**src/rtl/echo_detector_if.sv**
```systemverilog
// Echo detector bus: burst start, TUSS comparator
// inputs and the TOF / presence results.
interface echo_detector_if #(
  parameter int TOF_W = 16
);
  logic             detect_en;
  logic             out_3;
  logic             out_4;
  logic             busy;
  logic             tof_valid;
  logic [TOF_W-1:0] tof;
  logic             miss;
  logic             detected;

  modport master (
    output detect_en,
    output out_3,
    output out_4,
    input  busy,
    input  tof_valid,
    input  tof,
    input  miss,
    input  detected
  );

  modport slave (
    input  detect_en,
    input  out_3,
    input  out_4,
    output busy,
    output tof_valid,
    output tof,
    output miss,
    output detected
  );
endinterface

```
**src/rtl/echo_detector.sv**
```systemverilog
// Echo qualification: blanking, debounced TOF capture
// and multi-burst confirmation of object presence.
module echo_detector #(
  parameter int BLANK_CYC  = 2000,
  parameter int WINDOW_CYC = 60000,
  parameter int DEB_CYC    = 8,
  parameter int CONFIRM_N  = 3,
  parameter int TOF_W      = 16
) (
  input logic             gclk,
  input logic             rstn,
  echo_detector_if.slave  bus
);

  localparam int BW = $clog2(BLANK_CYC + 1);
  localparam int DW = $clog2(DEB_CYC + 1);
  localparam int CW = $clog2(CONFIRM_N + 1);

  typedef enum logic [1:0] {
    IDLE,
    BLANK,
    LISTEN,
    DONE
  } state_t;

  state_t           state, state_n;
  logic [1:0]       sync3, sync4;
  logic             s3, s4;
  logic [BW-1:0]    blank_cnt, blank_n;
  logic [TOF_W-1:0] win_cnt, win_n;
  logic [DW-1:0]    deb_cnt, deb_n;
  logic             seen3, seen_n;
  logic [TOF_W-1:0] run_start, start_n;
  logic             armed, armed_n;
  logic [TOF_W-1:0] tof_r, tof_n;
  logic             hit_r, hit_n;
  logic [CW-1:0]    hit_cnt, cnt_n;
  logic             det_r, det_n;

  logic             run_seen;
  logic [DW-1:0]    deb_inc;
  logic [TOF_W-1:0] start_c;
  logic             good;

  assign s3 = sync3[1];
  assign s4 = sync4[1];

  always_ff @(posedge gclk) begin
    if (rstn) begin
      sync3     <= '0;
      sync4     <= '0;
      state     <= IDLE;
      blank_cnt <= '0;
      win_cnt   <= '0;
      deb_cnt   <= '0;
      seen3     <= 1'b0;
      run_start <= '0;
      armed     <= 1'b0;
      tof_r     <= '0;
      hit_r     <= 1'b0;
      hit_cnt   <= '0;
      det_r     <= 1'b0;
    end else begin
      sync3     <= {sync3[0], bus.out_3};
      sync4     <= {sync4[0], bus.out_4};
      state     <= state_n;
      blank_cnt <= blank_n;
      win_cnt   <= win_n;
      deb_cnt   <= deb_n;
      seen3     <= seen_n;
      run_start <= start_n;
      armed     <= armed_n;
      tof_r     <= tof_n;
      hit_r     <= hit_n;
      hit_cnt   <= cnt_n;
      det_r     <= det_n;
    end
  end

  always_comb begin
    state_n  = state;
    blank_n  = blank_cnt;
    win_n    = win_cnt;
    deb_n    = deb_cnt;
    seen_n   = seen3;
    start_n  = run_start;
    armed_n  = armed;
    tof_n    = tof_r;
    hit_n    = hit_r;
    cnt_n    = hit_cnt;
    det_n    = det_r;
    good     = 1'b0;
    run_seen = (deb_cnt == '0) ? s3 : (seen3 | s3);
    deb_inc  = deb_cnt + DW'(1);
    start_c  = (deb_cnt == '0) ? win_cnt : run_start;
    unique case (state)
      IDLE: begin
        if (bus.detect_en) begin
          state_n = BLANK;
          blank_n = '0;
        end
      end
      BLANK: begin
        if (blank_cnt == BW'(BLANK_CYC - 1)) begin
          state_n = LISTEN;
          win_n   = '0;
          deb_n   = '0;
          seen_n  = 1'b0;
          armed_n = 1'b1;
        end else begin
          blank_n = blank_cnt + BW'(1);
        end
      end
      LISTEN: begin
        win_n = win_cnt + TOF_W'(1);
        if (!s4) begin
          deb_n   = '0;
          seen_n  = 1'b0;
          armed_n = 1'b1;
        end else if (armed) begin
          if (deb_inc == DW'(DEB_CYC)) begin
            deb_n  = '0;
            seen_n = 1'b0;
            if (run_seen) begin
              good  = 1'b1;
              tof_n = start_c;
            end else begin
              // noise run: wait for s4 low before re-arming
              armed_n = 1'b0;
            end
          end else begin
            deb_n   = deb_inc;
            seen_n  = run_seen;
            start_n = start_c;
          end
        end
        if (good || win_cnt == TOF_W'(WINDOW_CYC - 1)) begin
          state_n = DONE;
          hit_n   = good;
          if (good) begin
            if (hit_cnt != CW'(CONFIRM_N))
              cnt_n = hit_cnt + CW'(1);
            det_n = (cnt_n == CW'(CONFIRM_N));
          end else begin
            cnt_n = '0;
            det_n = 1'b0;
          end
        end
      end
      DONE: begin
        state_n = IDLE;
      end
    endcase
  end

  assign bus.busy      = (state != IDLE);
  assign bus.tof_valid = (state == DONE) && hit_r;
  assign bus.miss      = (state == DONE) && !hit_r;
  assign bus.tof       = tof_r;
  assign bus.detected  = det_r;

endmodule

```
**src/flat_wrapper.sv**
```systemverilog
// flat-port wrapper written by rule: the top's interface ports become plain ports
module echo_detector_flat 
#(
  parameter int BLANK_CYC  = 2000,
  parameter int WINDOW_CYC = 60000,
  parameter int DEB_CYC    = 8,
  parameter int CONFIRM_N  = 3,
  parameter int TOF_W      = 16
)
  (gclk, rstn, bus_detect_en, bus_out_3, bus_out_4, bus_busy, bus_tof_valid, bus_tof, bus_miss, bus_detected);
  echo_detector_if #(.TOF_W(TOF_W)) bus_i ();
  input logic gclk;
  input logic rstn;
  input wire logic [$bits(bus_i.detect_en)-1:0] bus_detect_en;
  input wire logic [$bits(bus_i.out_3)-1:0] bus_out_3;
  input wire logic [$bits(bus_i.out_4)-1:0] bus_out_4;
  output wire logic [$bits(bus_i.busy)-1:0] bus_busy;
  output wire logic [$bits(bus_i.tof_valid)-1:0] bus_tof_valid;
  output wire logic [$bits(bus_i.tof)-1:0] bus_tof;
  output wire logic [$bits(bus_i.miss)-1:0] bus_miss;
  output wire logic [$bits(bus_i.detected)-1:0] bus_detected;
  assign bus_i.detect_en = bus_detect_en;
  assign bus_i.out_3 = bus_out_3;
  assign bus_i.out_4 = bus_out_4;
  assign bus_busy = bus_i.busy;
  assign bus_tof_valid = bus_i.tof_valid;
  assign bus_tof = bus_i.tof;
  assign bus_miss = bus_i.miss;
  assign bus_detected = bus_i.detected;
  echo_detector #(.BLANK_CYC(BLANK_CYC), .WINDOW_CYC(WINDOW_CYC), .DEB_CYC(DEB_CYC), .CONFIRM_N(CONFIRM_N), .TOF_W(TOF_W)) u_core (.gclk(gclk), .rstn(rstn), .bus(bus_i));
endmodule
```
**config.mk**
```make
export PLATFORM = sky130hd
export DESIGN_NAME = echo_detector_flat
export DESIGN_NICKNAME = d
export VERILOG_FILES = /design/src/rtl/echo_detector_if.sv /design/src/rtl/echo_detector.sv /design/src/flat_wrapper.sv
export SDC_FILE = /design/constraint.sdc
export NUM_CORES = 1
export LEC_CHECK = 0
export ABC_AREA = 1
export CAP_MARGIN = 5
export CORE_MARGIN = 2
export CORE_UTILIZATION = 45
export DETAILED_ROUTE_END_ITERATION = 10
export GPL_TIMING_DRIVEN = 0
export MAX_ROUTING_LAYER = met4
export PLACE_DENSITY = 0.66
export SETUP_SLACK_MARGIN = 0.2
export SLEW_MARGIN = 0
export SYNTH_ARGS = -nofsm -noshare
export SYNTH_HDL_FRONTEND = slang
export SYNTH_SLANG_ARGS = --single-unit
```
**constraint.sdc**
```tcl
create_clock -name gclk -period 1.45 [get_ports gclk]
set_input_delay 0.435 -clock gclk [delete_from_list [all_inputs] [get_ports gclk]]
set_output_delay 0.435 -clock gclk [all_outputs]
set_load 0.01 [all_outputs]
```
==> results.sh, run 1 <==
export IMPL_outcome="finished, violations left"
export IMPL_violations="setup timing"
export IMPL_n_antenna_cell=0
export IMPL_design_core_area_sq_mm=0.008217
export IMPL_yosys_warnings=0
export IMPL_drt_pass1_iterations=4
export IMPL_multiInputGateArea_sq_mm=0.002775
export IMPL_globalRouteTotalUtil=0.2569
export IMPL_num_rows=33
export IMPL_globalRouteOverflowTotal=0
export IMPL_initialDrtViolationCount=234
export IMPL_asyncSetResetFlopFracSynth=0
export IMPL_synth_cell_area_sq_mm=0.003827
export IMPL_avgViaCountPerCell=5.353
export IMPL_fin_util=0.7308
export IMPL_floorplan_io_pins=25
export IMPL_synth_largest_type_area_fraction=0.3923
export IMPL_cts_hold_buffers_added=0
export IMPL_dpl_hpwl_microns=6751
export IMPL_power_per_cell_area_mw_per_mm2=1351
export IMPL_hold_path_startpoint="rstn"
export IMPL_worst_slack_ps=-215.5
export IMPL_final_fill_count=578
export IMPL_gp_routability_congestion=0.8773
export IMPL_grt_pass1_wl_microns=17850
export IMPL_synth_edff_count=0
export IMPL_syn_inst=555
export IMPL_floorplan_die_width_microns=96.23
export IMPL_synthesis_nets=570
export IMPL_worst_ep_required_time_ps=1750
export IMPL_die_height_microns=96.23
export IMPL_syn2layout_area_growth_pct=56.88
export IMPL_yosysSeqAreaShare=0.3923
export IMPL_finalMaxSlewViolations=0
export IMPL_placement_setup_worst_slack_ps=-311.9
export IMPL_cts_buffers_inserted=9
export IMPL_ys_types=27
export IMPL_tightest_slew_ps=775.1
export IMPL_setup_violations=74
export IMPL_r2r_start="u_core.deb_cnt[1]$_SDFFE_PP0P_"
export IMPL_cp_arrival_ps=1960
export IMPL_postSynthRegisterBits=75
export IMPL_seqCellArea_sq_mm=0.001568
export IMPL_synth_top_area_cells="dfxtp_1, nand2_1, a21oi_1"
export IMPL_timing_critical_path_to_type="flip-flop"
export IMPL_cts_tree="yes"
export IMPL_placedCellCount=683
export IMPL_fin_skew_ps=16.14
export IMPL_timing_final_crit_share=1.149
export IMPL_drc=0
export IMPL_clkTransAtPathRegs_ps=100
export IMPL_worst_setup_sp="u_core.deb_cnt[1]$_SDFFE_PP0P_"
export IMPL_synth_avg_cell_area_sq_um=6.896
export IMPL_max_cap_violations=0
export IMPL_hold_ws_ps=248.3
export IMPL_cts_sinks=75
export IMPL_yosys_area_top_type="dfxtp_1"
export IMPL_antenna_found_initial=0
export IMPL_period_minus_slack_ps=1665
export IMPL_power_static_leakage_nw=2.416
export IMPL_drt_wirelength_per_cell_microns=15.75
export IMPL_peak_supply_drop_v=0.0008901
export IMPL_drt_antenna_violating_nets=0
export IMPL_worst_setup_path_start_kind="flip-flop"
export IMPL_port_buffers=23
export IMPL_hold_class="input pin to flip-flop"
export IMPL_route_final_wire_length_microns=11900
export IMPL_fmax_mhz=600.4
export IMPL_clk_insertion_delay_late_ps=370
export IMPL_finalSetupTns_ps=-11450
export IMPL_cts_root_buf="clkbuf_8"
export IMPL_nets=661
export IMPL_grt_setup_unrepaired="true"
export IMPL_grt_pass1_vias=3828
export IMPL_worst_setup_path_type="flip-flop to flip-flop"
export IMPL_fp_dieArea_sq_mm=0.009259
export IMPL_ctsLongestPathBuffers=2
export IMPL_cts_htree_levels=3
export IMPL_worstPathMaxFanout=6
export IMPL_pin_count_of_the_biggest_net_entering_global_routing=15
export IMPL_initial_core_util=0.4658
export IMPL_synth_top_flop_cell="dfxtp_1"
export IMPL_final_layout_size_suffix_gt1_frac=0.5054
export IMPL_slew_headroom=0.4833
export IMPL_finalHoldViolations=0
export IMPL_final_cell_count_no_fill=756
export IMPL_vias=4047
final cells by class:
type / instances / area share
clock buffer: 9 / 0.02063
multi-input combinational: 389 / 0.4622
inverter: 72 / 0.05209
clock inverter: 7 / 0.01250
sequential: 75 / 0.2611
buffer: 20 / 0.03021
tap: 105 / 0.02188
timing repair buffer: 79 / 0.1394
state kept, by name, summed over array words and instances, names as in the netlist:
name	count
u_core.hit_cnt	2
u_core.win_cnt	16
u_core.armed	1
u_core.bus.detected	1
u_core.bus.tof	16
u_core.blank_cnt	11
u_core.state	2
u_core.deb_cnt	4
u_core.seen3	1
u_core.hit_r	1
u_core.sync4	2
u_core.sync3	2
u_core.run_start	16
cell families after synthesis:
group | after synthesis | share of synthesized area
AO/OA/AOI/OAI | 115 | 0.1608
XOR/XNOR | 4 | 0.009152
adder cells (fa/ha/maj) | 10 | 0.03269
buffers and inverters | 92 | 0.1033
flip-flops | 75 | 0.3923
AND/OR/NAND/NOR | 259 | 0.3017
where the power goes:
part	total [mW]	switching [mW]	leakage (nW)	internal (mW)
registers	2.33	0.149	0.625	2.19
clock network	1.70	0.892	0.100	0.806
logic	4.08	2.39	1.69	1.70
synthesized netlist by cell type (4+ instances only):
cell        n
ha_1       10
nor3_1     12
a21oi_1    61
xor2_1      4
o21ai_1     9
nand4_1    15
a21oi_2    10
o21ai_0    34
inv_1      68
inv_2       4
nand3_1    25
nand2_2    15
nand2_1   134
buf_2       6
clkbuf_1    8
nor2_1     50
dfxtp_1    75
worst max-delay path, stage by stage, from the launching register on:
cell	delay (ps)
dfxtp_4	380
buf_6	120
nand4_1	160
nand2_4	100
nor2_8	150
nand2_4	70
nor2_4	150
buf_6	160
clkbuf_16	170
nand2_4	40
a21oi_2	110
metal layers:
metal | wire length, microns | up-vias | GRT usage
li1 | - | 1978 | -
met1 | 5314 | 1908 | 0.3095
met2 | 5792 | 135 | 0.4311
met3 | 516 | 26 | 0.04385
met4 | 280 | 0 | 0.09167
met5 | 0 | - | -
metrics by stage:
step / power [mW] / cell area (sq um)
after global placement: 4.437 / 4441
after CTS: 7.343 / 5540
after floorplan: 3.944 / 4079
final: 8.114 / 6005
after detailed placement: 4.460 / 4441
after global routing: 8.453 / 6005
layout by cell type, fill, tap and decap left out, types with 8 or more instances in the layout:
master	count
nor2_1	43
a21oi_2	40
dfxtp_1	42
clkbuf_8	9
inv_4	8
dfxtp_2	23
a21oi_1	28
nand2_2	26
nand4_1	15
dfxtp_4	10
buf_6	43
nand2_4	30
o21ai_2	32
inv_1	56
ha_4	8
nand2_1	91
buf_4	31
nand3_1	15
repair_timing:
item | 4_1_cts | 5_1_grt
resized for setup | 255 | 101
gates cloned | 4 | 2
endpoints found under the setup margin | 91 | 91
endpoints found under the hold margin | 0 | 0
pin swaps | 31 | 47
buffers inserted | 42 | 9
path summary, 6_finish.rpt:
check,to,slack [ps],cells after the start
worst min register to register,u_core.sync4[1]$_SDFF_PP0_,410,2
worst max register to register,u_core.bus.tof[7]$_SDFFE_PP0P_,-220,10
worst max-delay path,u_core.bus.tof[7]$_SDFFE_PP0P_,-220,10
worst min-delay path,u_core.blank_cnt[3]$_SDFFE_PP0P_,250,2
No activity file was read; power rests on OpenSTA's default activity.
==> run 2: changes to the inputs <==
Settings changed: DONT_BUFFER_PORTS set to 1, PLACE_DENSITY 0.66 to unset.
==> run 2 against run 1 <==
  * The run still ends with setup timing left
  * Hold slack worse by 76 ps
  * Maximum frequency is 0.23% lower
  * Largest power group unchanged
  * Highest routed layer unchanged
  * Power is 5.3% lower
  * Global-route usage is 1.2 points lower
  * Utilization is 5.8 points lower
  * Clock power is 8% lower
==> results.sh, run 2 (synthesized netlist as in run 1, its figures left out) <==
export IMPL_outcome="finished, violations left"
export IMPL_violations="setup timing"
export IMPL_floorplan_io_pins=25
export IMPL_multiInputGateArea_sq_mm=0.002708
export IMPL_vias=3847
export IMPL_final_cell_count_no_fill=722
export IMPL_cts_htree_levels=3
export IMPL_setup_reg_to_reg_worst_slack_ps=-220
export IMPL_cts_root_buf="clkbuf_8"
export IMPL_dpl_instance_area_sq_mm=0.004210
export IMPL_most_common_layout_cells="nand2_1, dfxtp_1, inv_1"
export IMPL_fin_skew_ps=9.133
export IMPL_n_antenna_cell=0
export IMPL_path_buf_inv=3
export IMPL_cts_buffers_inserted=9
export IMPL_timing_critical_path_to_type="flip-flop"
export IMPL_drt_wirelength_per_cell_microns=15.12
export IMPL_nets=627
export IMPL_hold_class="input pin to flip-flop"
export IMPL_design_core_area_sq_mm=0.008217
export IMPL_grt_pass1_wl_microns=16950
export IMPL_port_buffers=0
export IMPL_seqCellArea_sq_mm=0.001551
export IMPL_placedCellCount=660
export IMPL_timing_critical_path_cells="inv_2 > ha_4 > nand2_4 > buf_12 > buf_2 > o21ai_0 > o21ai_1 > a21oi_1"
export IMPL_antenna_found_initial=0
export IMPL_worstPathMaxFanout=10
export IMPL_gp_routability_congestion=0.8342
export IMPL_hold_ws_ps=172.1
export IMPL_period_minus_slack_ps=1669
export IMPL_initial_core_util=0.4658
export IMPL_power_static_leakage_nw=2.070
export IMPL_num_rows=33
export IMPL_critPathSlowestCell="dfxtp_4"
export IMPL_worst_setup_path_start_kind="flip-flop"
export IMPL_fp_dieArea_sq_mm=0.009259
export IMPL_cts_tree="yes"
export IMPL_worst_setup_path_type="flip-flop to flip-flop"
export IMPL_finalMaxSlewViolations=0
export IMPL_dpl_hpwl_microns=6862
export IMPL_clk_insertion_delay_late_ps=360
export IMPL_cts_hold_buffers_added=0
export IMPL_floorplan_die_width_microns=96.23
export IMPL_drt_antenna_violating_nets=0
export IMPL_cp_arrival_ps=1970
export IMPL_timing_final_crit_share=1.151
export IMPL_ctsLongestPathBuffers=2
export IMPL_final_fill_count=662
export IMPL_final_common_cell="nand2_1"
export IMPL_cts_sinks=75
export IMPL_route_final_wire_length_microns=10920
export IMPL_clkTransAtPathRegs_ps=90
export IMPL_report_power_total_mw=7.684
export IMPL_initialDrtViolationCount=220
export IMPL_drt_pass1_iterations=4
export IMPL_die_height_microns=96.23
export IMPL_globalRouteTotalUtil=0.2452
export IMPL_setup_violations=73
export IMPL_grt_setup_unrepaired="true"
export IMPL_drc=0
export IMPL_syn2layout_area_growth_pct=44.39
export IMPL_final_layout_size_suffix_gt1_frac=0.4603
export IMPL_peak_supply_drop_v=0.001085
export IMPL_critPathMaxStageDelay_ps=380
export IMPL_avgViaCountPerCell=5.328
export IMPL_worst_slack_ps=-219.2
export IMPL_grt_pass1_vias=3500
export IMPL_power_per_cell_area_mw_per_mm2=1390
export IMPL_fmax_mhz=599.1
export IMPL_finalSetupTns_ps=-9590
export IMPL_max_cap_violations=0
export IMPL_globalRouteOverflowTotal=0
export IMPL_pin_count_of_the_biggest_net_entering_global_routing=16
export IMPL_worst_ep_required_time_ps=1760
export IMPL_finalHoldViolations=0
export IMPL_slew_headroom=0.4643
export IMPL_tightest_slew_ps=803.5
export IMPL_postLayoutCellArea_sq_mm=0.005527
export IMPL_critPathTopFamily="compound AO/OA/AOI/OAI gates"
[run 2: per-stage QoR]
step | utilization | setup WS [ps]
floorplan | - | -48.76
global placement | 0.5124 | -262.0
detailed placement | 0.5124 | -309.3
CTS | 0.6251 | -188.7
global route | 0.6726 | -288.8
finish | 0.6726 | -219.2
[run 2: metal layers]
layer	global-route usage	wire length (microns)
met5	-	0
met4	0.06667	148
met3	0.04307	532
met2	0.3866	5160
met1	0.3239	5074
[run 2: layout make-up]
cell class	instances	area share
clock buffers	9	0.02241
well taps	105	0.02377
flip-flops and latches	75	0.2807
repair buffers	46	0.08467
plain buffers	20	0.03215
clock inverters	7	0.01064
multi-input cells	388	0.4899
inverters	72	0.05569
[run 2: worst paths after layout]
path | from | end | cells past startpoint
worst max-delay path | u_core.deb_cnt[1]$_SDFFE_PP0P_ | u_core.run_start[14]$_SDFFE_PP0P_ | 8
worst min-delay path | bus_out_4 | u_core.sync4[0]$_SDFF_PP0_ | 2
worst max register to register | u_core.deb_cnt[1]$_SDFFE_PP0P_ | u_core.run_start[14]$_SDFFE_PP0P_ | 8
worst min register to register | u_core.sync4[0]$_SDFF_PP0_ | u_core.sync4[1]$_SDFF_PP0_ | 2
[run 2: worst reg2reg max path, cell delays in order, from the launching register on]
cell	delay, ps
dfxtp_4	380
inv_2	70
ha_4	150
nand2_4	70
buf_12	130
buf_2	190
o21ai_0	380
o21ai_1	120
a21oi_1	130
[run 2: power breakdown]
| part | total (mW) | internal [mW] | switching, mW |
|---|---|---|---|
| clock | 1.57 | 0.652 | 0.917 |
| combinational | 3.78 | 1.55 | 2.23 |
| sequential | 2.34 | 2.18 | 0.154 |
[run 2: what timing repair did]
action | CTS | global route
resized for setup | 142 | 86
cloned | 4 | 1
pin swaps | 44 | 41
endpoints found under the setup margin | 74 | 75
endpoints found under the hold margin | 0 | 0
setup buffers | 34 | 7
==> run 3: changes to the inputs <==
Settings changed: CORE_ASPECT_RATIO set to 0.9.
==> run 3 against run 2 <==
  * The run still ends with setup timing left
  * Non-clock buffer count fell by 7
  * Utilization decreased by 1.2 points
  * Power shrank 0.81%
  * Register-to-register slack gained 30 ps
  * Count of clock-buffer cells in the layout up 1
  * Sequential cell count stayed put
  * Largest cell class unchanged
  * Clock skew rose by 1.4 ps
  * Maximum frequency is 2.0% higher
  * Combinational power is 9.5% lower
  * Highest routed layer unchanged
  * Critical path depth increased by 4
  * Via count decreased by 1.3%
==> results.sh, run 3 (synthesized netlist as in run 1, its figures left out) <==
export IMPL_cts_sinks=75
export IMPL_hold_class="input pin to flip-flop"
export IMPL_dpl_hpwl_microns=6774
export IMPL_worstPathMaxFanout=6
export IMPL_initialDrtViolationCount=194
export IMPL_floorplan_die_width_microns=101.2
export IMPL_num_rows=31
export IMPL_dpl_instance_area_sq_mm=0.004203
export IMPL_pin_count_of_the_biggest_net_entering_global_routing=16
export IMPL_worst_ep_required_time_ps=1740
export IMPL_drc=0
export IMPL_path_buf_inv=3
export IMPL_finalSetupTns_ps=-6630
export IMPL_avgViaCountPerCell=5.349
export IMPL_power_static_leakage_nw=2.107
export IMPL_peak_supply_drop_v=0.0008647
export IMPL_critPathSlowestCell="dfxtp_4"
export IMPL_gp_routability_congestion=0.8474
export IMPL_reg2regPathDepth=12
export IMPL_n_antenna_cell=0
export IMPL_critPathMaxStageDelay_ps=380
export IMPL_final_common_cell="nand2_1"
export IMPL_floorplan_io_pins=25
export IMPL_finalHoldViolations=0
export IMPL_placedCellCount=654
export IMPL_worst_setup_path_start_kind="flip-flop"
export IMPL_design_core_area_sq_mm=0.008145
export IMPL_fin_skew_ps=10.51
export IMPL_worst_slack_ps=-185.9
export IMPL_slew_headroom=0.4884
export IMPL_ctsLongestPathBuffers=2
export IMPL_tightest_slew_ps=767.4
export IMPL_most_common_layout_cells="nand2_1, dfxtp_1, inv_1"
export IMPL_grt_pass1_wl_microns=17770
export IMPL_syn2layout_area_growth_pct=40.50
export IMPL_cp_arrival_ps=1920
export IMPL_final_layout_size_suffix_gt1_frac=0.4043
export IMPL_final_cell_count_no_fill=710
export IMPL_placement_setup_worst_slack_ps=-306.2
export IMPL_violations="setup timing"
export IMPL_cp_depth=12
export IMPL_drt_antenna_violating_nets=0
export IMPL_timing_critical_path_to_type="flip-flop"
export IMPL_clkTransAtPathRegs_ps=90
export IMPL_fin_util=0.6602
export IMPL_fp_dieArea_sq_mm=0.009260
export IMPL_outcome="finished, violations left"
export IMPL_port_buffers=0
export IMPL_worst_setup_path_type="flip-flop to flip-flop"
export IMPL_timing_critical_path_cells="inv_4 > ha_4 > nand2_4 > nand2_4 > nand2_4 > nor2_4 > nand2_4 > nor2_4 > buf_6 > buf_6 > o21ai_1 > a21oi_1"
export IMPL_hold_ws_ps=171.3
export IMPL_initial_core_util=0.4699
export IMPL_vias=3798
export IMPL_clk_insertion_delay_late_ps=360
export IMPL_cts_root_buf="clkbuf_8"
export IMPL_timing_final_crit_share=1.128
export IMPL_drt_wirelength_per_cell_microns=14.93
export IMPL_cts_hold_buffers_added=0
export IMPL_die_height_microns=91.49
export IMPL_grt_setup_unrepaired="true"
export IMPL_grt_pass1_vias=3715
export IMPL_cts_buffers_inserted=9
export IMPL_cts_tree="yes"
export IMPL_power_per_cell_area_mw_per_mm2=1417
export IMPL_globalRouteTotalUtil=0.2472
export IMPL_route_final_wire_length_microns=10600
export IMPL_critPathTopFamily="simple AND/OR/NAND/NOR gates"
export IMPL_postLayoutCellArea_sq_mm=0.005378
export IMPL_max_cap_violations=0
export IMPL_finalMaxSlewViolations=0
export IMPL_cts_htree_levels=3
export IMPL_fmax_mhz=611.3
export IMPL_antenna_found_initial=0
export IMPL_report_power_total_mw=7.621
export IMPL_drt_pass1_iterations=5
export IMPL_top_cell_by_count_worst_path="nand2_4"
export IMPL_hold_path_cell_count=2
export IMPL_final_fill_count=705
export IMPL_setup_violations=65
export IMPL_globalRouteOverflowTotal=0
export IMPL_nets=621
export IMPL_period_minus_slack_ps=1636
==> run 3: changes by cell type in the layout (fill, tap and decap cells not counted), sizes merged <==
cell      previous run  this run
clkinvlp             2         0
clkbuf              18        19
clkinv               0         1
buf                 57        50
bufinv               0         1
nand2              150       151
inv                 77        76
==> run 3: final timing paths <==
path         slack [ps]                        endpoint                           start
max                -190  u_core.hit_cnt[1]$_SDFFE_PP0P_  u_core.deb_cnt[0]$_SDFFE_PP0P_
max reg2reg        -190  u_core.hit_cnt[1]$_SDFFE_PP0P_  u_core.deb_cnt[0]$_SDFFE_PP0P_
min                 170      u_core.sync3[0]$_SDFF_PP0_                       bus_out_3
min reg2reg         410      u_core.sync4[1]$_SDFF_PP0_      u_core.sync4[0]$_SDFF_PP0_
==> run 3: worst reg2reg max path: cells and delay by family, from the launching register on <==
family / cells / cell delay (ps)
compound gates: 2 / 200
fa+ha+maj: 1 / 150
buf+inv: 3 / 350
flops: 1 / 380
simple gates: 6 / 490
==> run 3: repair_timing <==
action | in CTS | in global routing
endpoints found under the setup margin | 74 | 74
gates resized for setup | 121 | 68
endpoints found under the hold margin | 0 | 0
setup buffers | 28 | 6
pin swaps | 27 | 22
cloned | 5 | 1
==> run 3: where the power goes <==
group / internal (mW) / total (mW) / leakage [nW] / switching (mW)
clock: 0.934 / 1.85 / 0.115 / 0.913
combinational: 1.40 / 3.42 / 1.38 / 2.02
sequential: 2.19 / 2.36 / 0.617 / 0.167
==> run 3: area by class of cell <==
cell class,count,area [sq um],area share
Inverter,72,302.8,0.05631
Sequential cell,75,1546,0.2876
Clock buffer,10,148.9,0.02769
Clock inverter,6,76.32,0.01419
Timing Repair Buffer,39,395.4,0.07352
Multi-Input combinational cell,389,2614,0.4860
Buffer,20,170.2,0.03164
Tap cell,99,123.9,0.02303
==> run 3: metal layers <==
metal | vias up | global-route usage | share of wire
li1 | 1902 | - | -
met1 | 1779 | 0.3374 | 0.49
met2 | 98 | 0.3698 | 0.44
met3 | 19 | 0.04850 | 0.048
met4 | 0 | 0.07320 | 0.019
met5 | - | - | 0
